[src/rtl/riscv_pkg.sv]
// Shared encodings for the multi-cycle RISC-V control unit: opcodes, ALU command
// classes, ALU flag bit positions, FSM states, datapath select codes, instruction classes.
// Latency: n/a (declarations only). Backpressure: n/a.
package riscv_pkg;

  // Base opcodes recognised by the decoder
  localparam logic [6:0] OPC_R      = 7'b0110011;
  localparam logic [6:0] OPC_I      = 7'b0010011;
  localparam logic [6:0] OPC_LOAD   = 7'b0000011;
  localparam logic [6:0] OPC_STORE  = 7'b0100011;
  localparam logic [6:0] OPC_BRANCH = 7'b1100011;
  localparam logic [6:0] OPC_JAL    = 7'b1101111;
  localparam logic [6:0] OPC_JALR   = 7'b1100111;
  localparam logic [6:0] OPC_LUI    = 7'b0110111;
  localparam logic [6:0] OPC_AUIPC  = 7'b0010111;

  // ALU operation classes
  localparam logic [3:0] ALU_R     = 4'b0000;
  localparam logic [3:0] ALU_I     = 4'b0001;
  localparam logic [3:0] ALU_MEM   = 4'b0010;
  localparam logic [3:0] ALU_BR    = 4'b0011;
  localparam logic [3:0] ALU_ADDPC = 4'b0100;
  localparam logic [3:0] ALU_LUI   = 4'b0101;

  // alu_flags bit positions
  localparam int FLAG_ZERO = 0;
  localparam int FLAG_MSB  = 1;
  localparam int FLAG_OVF  = 2;
  localparam int FLAG_ONE  = 3;

  typedef enum logic [2:0] {
    ST_FETCH     = 3'd0,
    ST_DECODE    = 3'd1,
    ST_EXECUTE   = 3'd2,
    ST_MEM       = 3'd3,
    ST_WRITEBACK = 3'd4,
    ST_HALT      = 3'd5
  } state_t;

  localparam logic [1:0] PC_PLUS4 = 2'b00;
  localparam logic [1:0] PC_IMM   = 2'b01;
  localparam logic [1:0] PC_ALU   = 2'b10;

  localparam logic [1:0] WB_ALU = 2'b00;
  localparam logic [1:0] WB_MEM = 2'b01;
  localparam logic [1:0] WB_PC4 = 2'b10;

  localparam logic [1:0] ASEL_RS1  = 2'b00;
  localparam logic [1:0] ASEL_PC   = 2'b01;
  localparam logic [1:0] ASEL_ZERO = 2'b10;

  typedef enum logic [3:0] {
    CLS_R, CLS_I, CLS_LOAD, CLS_STORE, CLS_BRANCH,
    CLS_JAL, CLS_JALR, CLS_LUI, CLS_AUIPC, CLS_ILL
  } cls_t;

  function automatic cls_t opcode_class(input logic [6:0] opc);
    case (opc)
      OPC_R:      return CLS_R;
      OPC_I:      return CLS_I;
      OPC_LOAD:   return CLS_LOAD;
      OPC_STORE:  return CLS_STORE;
      OPC_BRANCH: return CLS_BRANCH;
      OPC_JAL:    return CLS_JAL;
      OPC_JALR:   return CLS_JALR;
      OPC_LUI:    return CLS_LUI;
      OPC_AUIPC:  return CLS_AUIPC;
      default:    return CLS_ILL;
    endcase
  endfunction

endpackage

[src/rtl/branch_resolver.sv]
// Resolves a conditional branch from funct3 and the ALU flags (BEQ/BNE/BLT/BGE).
// Latency: combinational. Backpressure: none.
// Ports: funct3, alu_flags in; taken, unsupported (unsigned compares: no carry flag) out.
module branch_resolver
  import riscv_pkg::*;
(
  input  logic [2:0] funct3,
  input  logic [3:0] alu_flags,
  output logic       taken,
  output logic       unsupported
);

  logic w_lt;
  logic w_unused;

  // Signed less-than from a subtraction: sign of result corrected by overflow
  assign w_lt     = alu_flags[FLAG_MSB] ^ alu_flags[FLAG_OVF];
  assign w_unused = alu_flags[FLAG_ONE];

  always_comb begin
    taken       = 1'b0;
    unsupported = 1'b0;
    case (funct3)
      3'b000:  taken = alu_flags[FLAG_ZERO];
      3'b001:  taken = ~alu_flags[FLAG_ZERO];
      3'b100:  taken = w_lt;
      3'b101:  taken = ~w_lt;
      default: unsupported = 1'b1;
    endcase
  end

endmodule

[src/rtl/riscv_control_unit.sv]
// Multi-cycle control FSM: fetch/decode/execute/mem/writeback, drives ALU command and datapath selects.
// Latency: 4 cycles ALU/jump/STORE, 3 BRANCH, 5 LOAD with zero-wait memories.
// Backpressure: FETCH stalls on imem_ready, MEM stalls on dmem_ready; each stall cycle adds one cycle.
// Ports: clk/reset (sync, active-high); opcode/funct3/funct7 from IR; alu_flags from ALU;
//   imem_ready/dmem_ready handshakes; alu_cmd/alu_a_sel/alu_src, pc_src/pc_load, ir_load,
//   imem_req, dmem_req/dmem_we, rf_we/wb_sel, sticky illegal and debug state out.
module riscv_control_unit
  import riscv_pkg::*;
#(
  parameter int XLEN            = 64,
  parameter bit HALT_ON_ILLEGAL = 1'b1
) (
  input  logic       clk,
  input  logic       reset,
  input  logic [6:0] opcode,
  input  logic [2:0] funct3,
  input  logic [6:0] funct7,
  input  logic [3:0] alu_flags,
  input  logic       imem_ready,
  input  logic       dmem_ready,
  output logic [3:0] alu_cmd,
  output logic [1:0] alu_a_sel,
  output logic       alu_src,
  output logic [1:0] pc_src,
  output logic       pc_load,
  output logic       ir_load,
  output logic       imem_req,
  output logic       dmem_req,
  output logic       dmem_we,
  output logic       rf_we,
  output logic [1:0] wb_sel,
  output logic       illegal,
  output logic [2:0] state
);

  state_t     r_state;
  cls_t       r_cls;
  logic       r_illegal;

  cls_t       w_dec_cls;
  logic       w_dec_illegal;
  logic       w_taken;
  logic       w_br_unsupported;
  logic [3:0] w_alu_cmd;
  logic [1:0] w_alu_a_sel;
  logic       w_alu_src;
  logic       w_unused;

  // Class-level control does not distinguish funct7 variants; XLEN is informational
  assign w_unused = ^funct7 ^ (XLEN == 0);

  branch_resolver u_branch_resolver (
    .funct3      (funct3),
    .alu_flags   (alu_flags),
    .taken       (w_taken),
    .unsupported (w_br_unsupported)
  );

  always_comb begin
    w_dec_cls     = opcode_class(opcode);
    w_dec_illegal = (w_dec_cls == CLS_ILL) ||
                    ((w_dec_cls == CLS_BRANCH) && w_br_unsupported);
  end

  always_ff @(posedge clk) begin
    if (reset) begin
      r_state   <= ST_FETCH;
      r_cls     <= CLS_R;
      r_illegal <= 1'b0;
    end else begin
      case (r_state)
        ST_FETCH: if (imem_ready) r_state <= ST_DECODE;
        ST_DECODE: begin
          if (w_dec_illegal) begin
            r_cls     <= CLS_ILL;
            r_illegal <= 1'b1;
            // In NOP mode the ILL class takes one EXECUTE cycle to step the PC
            r_state   <= HALT_ON_ILLEGAL ? ST_HALT : ST_EXECUTE;
          end else begin
            r_cls   <= w_dec_cls;
            r_state <= ST_EXECUTE;
          end
        end
        ST_EXECUTE: begin
          case (r_cls)
            CLS_LOAD, CLS_STORE: r_state <= ST_MEM;
            CLS_BRANCH, CLS_ILL: r_state <= ST_FETCH;
            default:             r_state <= ST_WRITEBACK;
          endcase
        end
        ST_MEM: if (dmem_ready) r_state <= (r_cls == CLS_STORE) ? ST_FETCH : ST_WRITEBACK;
        ST_WRITEBACK: r_state <= ST_FETCH;
        ST_HALT:      r_state <= ST_HALT;
        default:      r_state <= ST_FETCH;
      endcase
    end
  end

  // ALU controls depend only on the class so they stay stable from EXECUTE through WRITEBACK
  always_comb begin
    w_alu_cmd   = ALU_R;
    w_alu_a_sel = ASEL_RS1;
    w_alu_src   = 1'b0;
    case (r_cls)
      CLS_I:               begin w_alu_cmd = ALU_I;     w_alu_src = 1'b1; end
      CLS_LOAD, CLS_STORE: begin w_alu_cmd = ALU_MEM;   w_alu_src = 1'b1; end
      CLS_BRANCH:          begin w_alu_cmd = ALU_BR; end
      CLS_JAL, CLS_AUIPC:  begin w_alu_cmd = ALU_ADDPC; w_alu_a_sel = ASEL_PC;   w_alu_src = 1'b1; end
      CLS_JALR:            begin w_alu_cmd = ALU_ADDPC; w_alu_src = 1'b1; end
      CLS_LUI:             begin w_alu_cmd = ALU_LUI;   w_alu_a_sel = ASEL_ZERO; w_alu_src = 1'b1; end
      default:             ;
    endcase
  end

  always_comb begin
    alu_cmd   = 4'b0000;
    alu_a_sel = 2'b00;
    alu_src   = 1'b0;
    pc_src    = PC_PLUS4;
    pc_load   = 1'b0;
    ir_load   = 1'b0;
    imem_req  = 1'b0;
    dmem_req  = 1'b0;
    dmem_we   = 1'b0;
    rf_we     = 1'b0;
    wb_sel    = WB_ALU;
    illegal   = 1'b0;
    state     = 3'd0;
    // Reset forces every output low immediately, including mid-MEM requests
    if (!reset) begin
      illegal = r_illegal;
      state   = r_state;
      case (r_state)
        ST_FETCH: begin
          imem_req = 1'b1;
          ir_load  = imem_ready;
        end
        ST_EXECUTE: begin
          alu_cmd   = w_alu_cmd;
          alu_a_sel = w_alu_a_sel;
          alu_src   = w_alu_src;
          if (r_cls == CLS_BRANCH) begin
            pc_load = 1'b1;
            pc_src  = w_taken ? PC_IMM : PC_PLUS4;
          end else if (r_cls == CLS_ILL) begin
            pc_load = 1'b1;
          end
        end
        ST_MEM: begin
          alu_cmd   = w_alu_cmd;
          alu_a_sel = w_alu_a_sel;
          alu_src   = w_alu_src;
          dmem_req  = 1'b1;
          dmem_we   = (r_cls == CLS_STORE);
          pc_load   = (r_cls == CLS_STORE) && dmem_ready;
        end
        ST_WRITEBACK: begin
          alu_cmd   = w_alu_cmd;
          alu_a_sel = w_alu_a_sel;
          alu_src   = w_alu_src;
          rf_we     = 1'b1;
          pc_load   = 1'b1;
          case (r_cls)
            CLS_LOAD:          wb_sel = WB_MEM;
            CLS_JAL, CLS_JALR: wb_sel = WB_PC4;
            default:           wb_sel = WB_ALU;
          endcase
          case (r_cls)
            CLS_JAL:  pc_src = PC_IMM;
            CLS_JALR: pc_src = PC_ALU;
            default:  pc_src = PC_PLUS4;
          endcase
        end
        default: ;
      endcase
    end
  end

endmodule

[config.mk]
export PLATFORM = sky130hd
export DESIGN_NAME = riscv_control_unit
export DESIGN_NICKNAME = d
export VERILOG_FILES = /design/src/rtl/riscv_pkg.sv /design/src/rtl/branch_resolver.sv /design/src/rtl/riscv_control_unit.sv
export SDC_FILE = /design/constraint.sdc
export NUM_CORES = 1
export LEC_CHECK = 0
export ABC_CLOCK_PERIOD_IN_PS = 2700
export BUFFER_PORTS_ARGS = -buffer_cell sky130_fd_sc_hd__buf_4
export CORE_MARGIN = 4
export CORE_UTILIZATION = 50
export DETAILED_ROUTE_END_ITERATION = 10
export PLACE_DENSITY_LB_ADDON = 0.3
export RECOVER_POWER = 100
export SKIP_CTS_REPAIR_TIMING = 1
export SLEW_MARGIN = 15
export SYNTH_ARGS = -nofsm -noshare
export SYNTH_HDL_FRONTEND = slang
export SYNTH_SLANG_ARGS = --single-unit
[constraint.sdc]
create_clock -name clk -period 2.7 [get_ports clk]
set_clock_uncertainty 0.1 [all_clocks]
set_input_delay 0.135 -clock clk [delete_from_list [all_inputs] [get_ports clk]]
set_output_delay 0.135 -clock clk [all_outputs]
set_load 0.05 [all_outputs]
Yosys cells after proc, flatten, opt, wreduce, memory -nomap -nowiden

Index checks and enable logic that the tools add are counted.

Add/subtract/negate cells: 0
Multipliers: 0
Divide/modulo/power cells: 0
Magnitude comparators: 0
Equal/unequal tests: 30
Shifts and indexed selects: 0
Muxes and demuxes: 43
Bitwise logic cells: 3
Reductions and logical operators: 15

Operators by type and width:

| kind               | number |
|---|---|
| $pmux 4 s9         | 1 |
| $pmux 3 s5         | 2 |
| $eq 7x6->1 const B | 3 |
| $eq 7x7->1 const B | 3 |
| $eq 4x3->1 const B | 5 |
| $mux 1             | 20 |
| $pmux 2 s2         | 4 |
| $mux 3             | 5 |
| $eq 7x5->1 const B | 2 |
| $eq 3x3->1 const B | 4 |
| $eq 4x4->1 const B | 3 |
| $mux 4             | 3 |
| $mux 2             | 5 |
| $eq 4x2->1 const B | 2 |
| $reduce_or 2->1    | 4 |
| $eq 7x2->1 const B | 1 |
| $reduce_or 7->1    | 1 |
| $eq 3x1->1 const B | 2 |
| $eq 3x2->1 const B | 2 |
| $logic_not 3->1    | 2 |
| $pmux 3 s2         | 1 |
| $reduce_or 3->1    | 2 |
| $eq 4x1->1 const B | 1 |
| $ne 2x2->1 const B | 2 |
| 8 further kinds    | 11 |

Flip-flop bits (word level): 8
Latch bits: 0
Memory bits (writable): 0
Memory bits (read-only): 0
Input port bits: 25
Output and inout port bits: 21
Logic and storage cells: 94
Memories kept: 0

Logic depth before layout (Yosys ltp)

Depth in word-level cells: 7
Gate-level depth with buffers: 6
Gate-level depth less buffers: 5

Modules after synthesis

A second synthesis with hierarchy kept.

Cells, all modules: 142
Area, all modules: 1007.2 µm²

Modules (own cells, without submodules):

| module             | times used | cells each | area an instance (µm²) |
|---|---|---|---|
| riscv_control_unit | 1          | 134        | 955.9 |
| branch_resolver    | 1          | 8          | 51.3 |

Least setup slack after synthesis

OpenSTA, ideal clock, no wires.

Path kind: reg2out
Start point: register r_state[2]
End point: output ir_load
Arrival: 2.723 ns
Required time: 2.465 ns
Slack: -0.258 ns
Cell stages (with the launch flop): 4
Buffers on the path: 1
Cells stage by stage: dfxtp_1 > clkbuf_1 > nor4_1 > and2_1

Word-level cells in the longest chain between the ends: 3

Ends and longest elaborated chain:

| what                   | line                      | source |
|---|---|---|
| start, declared        | riscv_control_unit.sv:36  | `state_t r_state;` |
| start signal, assigned | riscv_control_unit.sv:78  | `r_state <= HALT_ON_ILLEGAL ? ST_HALT : ST_EXECUTE;` |
| start signal, assigned | riscv_control_unit.sv:91  | `ST_MEM: if (dmem_ready) r_state <= (r_cls == CLS_STORE) ? ST_FETCH : ST_WRITEBACK;` |
| $logic_not 3->1        | riscv_control_unit.sv:133 | `case (r_state)` |
| $mux 1                 | riscv_control_unit.sv:133 |  |
| $mux 1                 | riscv_control_unit.sv:130 | `if (!reset) begin` |
| end, declared          | riscv_control_unit.sv:26  | `output logic ir_load,` |

No other way between the ends.

Final worst setup path

Start point: register r_state[1]
End point: output pc_src[0]

Word-level cells in the longest chain between the ends: 3
Elaborated cells on any way between the ends: 4

Ends and longest elaborated chain:

| what                                     | line                      | source |
|---|---|---|
| $eq 3x3->1 or $eq 3x2->1 (tied branches) | riscv_control_unit.sv:133 |  |
| $pmux 2 s2 (*)                           | riscv_control_unit.sv:133 |  |
| $mux 2 (*)                               | riscv_control_unit.sv:130 |  |
| end, declared                            | riscv_control_unit.sv:24  | `output logic [1:0] pc_src,` |

Every way passes the cells marked *; elsewhere a longest branch is shown, timed or not.

==> parameters.txt <==
Parameter                              Value

Power and ir drop
  Share of power burned in combinational logic ... 36.8%
  Switching Share ... between 30 and 40%
  Lkg Pwr ... around 0.00042 uW
  NetSw ... about 150 uW
  Clk pwr share ... 24.7%
  Sequential share of power ... about two fifths
  Final total power ... 378 uW
  Internal power component ... 232 uW
  Power density cells ... 327 nW/um2
  Worst VDD drop ... about 0.27 mV

Critical path
  Source of the critical timing path ... r_state[1]$_SDFFE_PP0P_
  Reg-to-reg critical path endpoint ... r_cls[1]$_SDFFE_PP0N_
  Data arrival time at the worst-slack endpoint ... roughly 2.2 ns
  Worst R2R Setup Slack ... 0.74 ns
  Worst R2R Start ... r_state[0]$_SDFFE_PP0P_
  Category of the worst setup path capture point ... primary output
  Required time worst endpoint ... 2.47 ns
  Number of cells traversed by the worst register-to-register path ... 4
  Worst setup path end ... pc_src[0]
  Maximum fanout along the worst path ... 11
  Type of the worst setup path ... reg2out
  Critical path startpoint category ... flip-flop

Finish
  Post-Layout Inst Area ... 1160 um2
  Share of layout cells above drive strength 1 ... 15.9%
  Diode count ... 0
  Post-synthesis to final-layout area growth ... 18.9%
  Most frequent cells in the layout ... 19 x sky130_fd_sc_hd__nor2_1, 19 x sky130_fd_sc_hd__buf_4, 17 x sky130_fd_sc_hd__clkbuf_1
  Utilization of the core after routing ... between 60% and 70%
  Fin nets ... 197

Clock tree
  Clock-pin slew on the worst setup and hold paths ... ~0.060 ns
  Count of H-tree levels built during CTS ... 1
  Bufs on Longest Clock Path ... 2
  Total clock sinks ... 8
  Cell chosen for the clock root ... sky130_fd_sc_hd__clkbuf_4
  Total CTS buffers ... 3
  Clock insertion delay at the later pin of the skew report ... 0.26 ns
  CTS tree ... yes

Synth
  Biggest area consumer among synthesized cells ... sky130_fd_sc_hd__dfxtp_1
  Sequential area share after synthesis ... 16.5%
  Most used DFF post-synth ... sky130_fd_sc_hd__dfxtp_1
  Share of the synthesized area in the top cell type ... 16.5%
  Warnings, synthesis ... 0
  Number of enable-type register cells in the synthesized netlist ... 0
  Syn avg cell area ... around 6.8 um2
  Synth cell types ... 48
  Largest cells by area after synthesis ... sky130_fd_sc_hd__dfxtp_1 16%, sky130_fd_sc_hd__nor2_1 7.3%, sky130_fd_sc_hd__nand2b_1 7.1%
  Async S/R FF share, synth ... 0%
  Post-synthesis net count ... 167
  Number of synthesized register bits ... 8
  Post-Syn Area ... approximately 970 um2
  Number of instances in the synthesized netlist ... around 140

Die
  Core Region ... 1780 um2
  Die Wd ... 52.1 um
  Std cell rows ... 15
  Full die area ... 2710 um2
  Floorplan die height ... 52.1 um
  Initial standard-cell utilization of the core ... 54.5%
  Top Ports ... between 40 and 50

Route
  DRT Wirelength ... approximately 2500 um
  Detailed-route DRC error count ... 0
  Iteration count of the initial detailed-routing pass ... 5
  Number of DRC violations after detailed-routing iteration 0 ... 24
  Vias ... between 1000 and 1500
  Average wire length per cell after detail routing ... 12.8 um
  Drt via density ... 5.68
  Post-route ant nets ... 0

Placed design
  RD Place Congestion ... 0.825
  Placement-stage cell area ... 1220 um2
  HPWL Detailed ... between 1500 and 2000 um
  Count of input and output buffers ... 36

Timing
  Slew margin rel. ... between 50% and 60%
  F_max ... 412 MHz
  Worst Max-Slew Pin Slew ... 0.615 ns
  Setup repair after global routing missed its margin ... false
  Hold slack final ... 0.0274 ns
  Number of max-slew violations in the final report ... 0
  Finish-stage setup viols ... 0
  Share of the clock period used by the worst path ... 89.9%
  Final TNS setup ... 0 ns
  Final-report hold violation count ... 0
  Period minus WS final ... 2.43 ns

GRT
  GR peak layer ... met2
  Global routing met1 resource utilization ... 23.4%
  First-pass GRT wire length ... 4060 um
  Global Route met2 Usage ... 34.1%
  Global route overflow ... 0
  Antenna violations before repair ... 0
  Global-route total usage across every layer ... approximately a fifth
  Pin count of the biggest net entering global routing ... 17
  Via count of the first global-routing pass ... 949
  Met3 track utilization from global routing ... about 3.7%

Hold path
  Beginning of the worst hold path ... reset
  Worst hold path class ... in2reg

Outcome
  Result of the run ... completed

Job
  Max-capacitance violation count ... 0
## cell usage after synthesis, types with 3 or more instances
library cell,number
sky130_fd_sc_hd__nand2b_1,11
sky130_fd_sc_hd__nor2b_1,3
sky130_fd_sc_hd__inv_1,7
sky130_fd_sc_hd__a22oi_1,3
sky130_fd_sc_hd__nor3_1,7
sky130_fd_sc_hd__o21ai_0,6
sky130_fd_sc_hd__clkbuf_1,5
sky130_fd_sc_hd__buf_2,3
sky130_fd_sc_hd__dfxtp_1,8
sky130_fd_sc_hd__mux2i_1,3
sky130_fd_sc_hd__nand2_1,8
sky130_fd_sc_hd__nor2_1,19
sky130_fd_sc_hd__or3_1,3
sky130_fd_sc_hd__a21oi_1,8
sky130_fd_sc_hd__xnor2_1,3
sky130_fd_sc_hd__nand3_1,6
## area by class of cell
| class | instances | area, um2 |
|---|---|---|
| Sequential cell | 8 | 160 |
| Clock buffer | 3 | 22.5 |
| Fill cell | 189 | 627 |
| Multi-Input combinational cell | 114 | 699 |
| Tap cell | 25 | 31.3 |
| Timing Repair Buffer | 38 | 216 |
| Inverter | 7 | 26.3 |
## metrics by stage
step                std cells  setup WS (ns)
floorplan                 142        -0.0111
global placement          192          0.639
detailed placement        192          0.574
CTS                       195          0.294
global route              195          0.168
finish                    195          0.274
## sequential cells by signal, summed over array words and instances, names as in the netlist
name and flops:
r_cls 4, r_illegal 1, r_state 3
## worst min path at each step
| stage | end | depth (start not counted) | slack [ns] |
|---|---|---|---|
| after floorplan | r_cls[1]$_SDFFE_PP0N_ | 2 | 0.22 |
| after global placement | r_illegal$_SDFFE_PP0P_ | 2 | 0.30 |
| after detailed placement | r_cls[1]$_SDFFE_PP0N_ | 2 | 0.31 |
| after CTS | r_cls[2]$_SDFFE_PP0N_ | 2 | 0.03 |
| after global routing | r_cls[2]$_SDFFE_PP0N_ | 2 | 0.03 |
| final | r_cls[2]$_SDFFE_PP0N_ | 2 | 0.03 |
## power groups by stage
stage | clock, uW | combinational (uW) | sequential (uW)
after global routing | 101 | 153 | 147
after detailed placement | 0 | 146 | 149
after CTS | 93.7 | 146 | 146
final | 93.4 | 139 | 146
after global placement | 0 | 142 | 148
after floorplan | 0 | 121 | 131
## critical path, stage by stage (launching register included)
cell,delay (ns)
sky130_fd_sc_hd__dfxtp_1,0.52
sky130_fd_sc_hd__nand2b_1,0.16
sky130_fd_sc_hd__or4_1,0.45
sky130_fd_sc_hd__a211o_1,0.24
sky130_fd_sc_hd__a211oi_1,0.25
sky130_fd_sc_hd__clkbuf_2,0.32
## layer usage
| metal | part of all wire (%) | vias to the layer above |
|---|---|---|
| met5 | 0 | - |
| met4 | 1.2 | 0 |
| met3 | 8.2 | 6 |
| met2 | 47 | 39 |
| met1 | 43 | 498 |
| li1 | - | 565 |
## logic make-up after synthesis
logic type      count (synthesis)  synth area share [%]
other cells                     1                 0.386
xor+xnor                        4                  3.60
compound gates                 36                  26.4
simple gates                   70                  39.6
mux                             3                  3.09
flops                           8                  16.5
buf+inv                        20                  10.4
(Power assumes the default switching activity.)
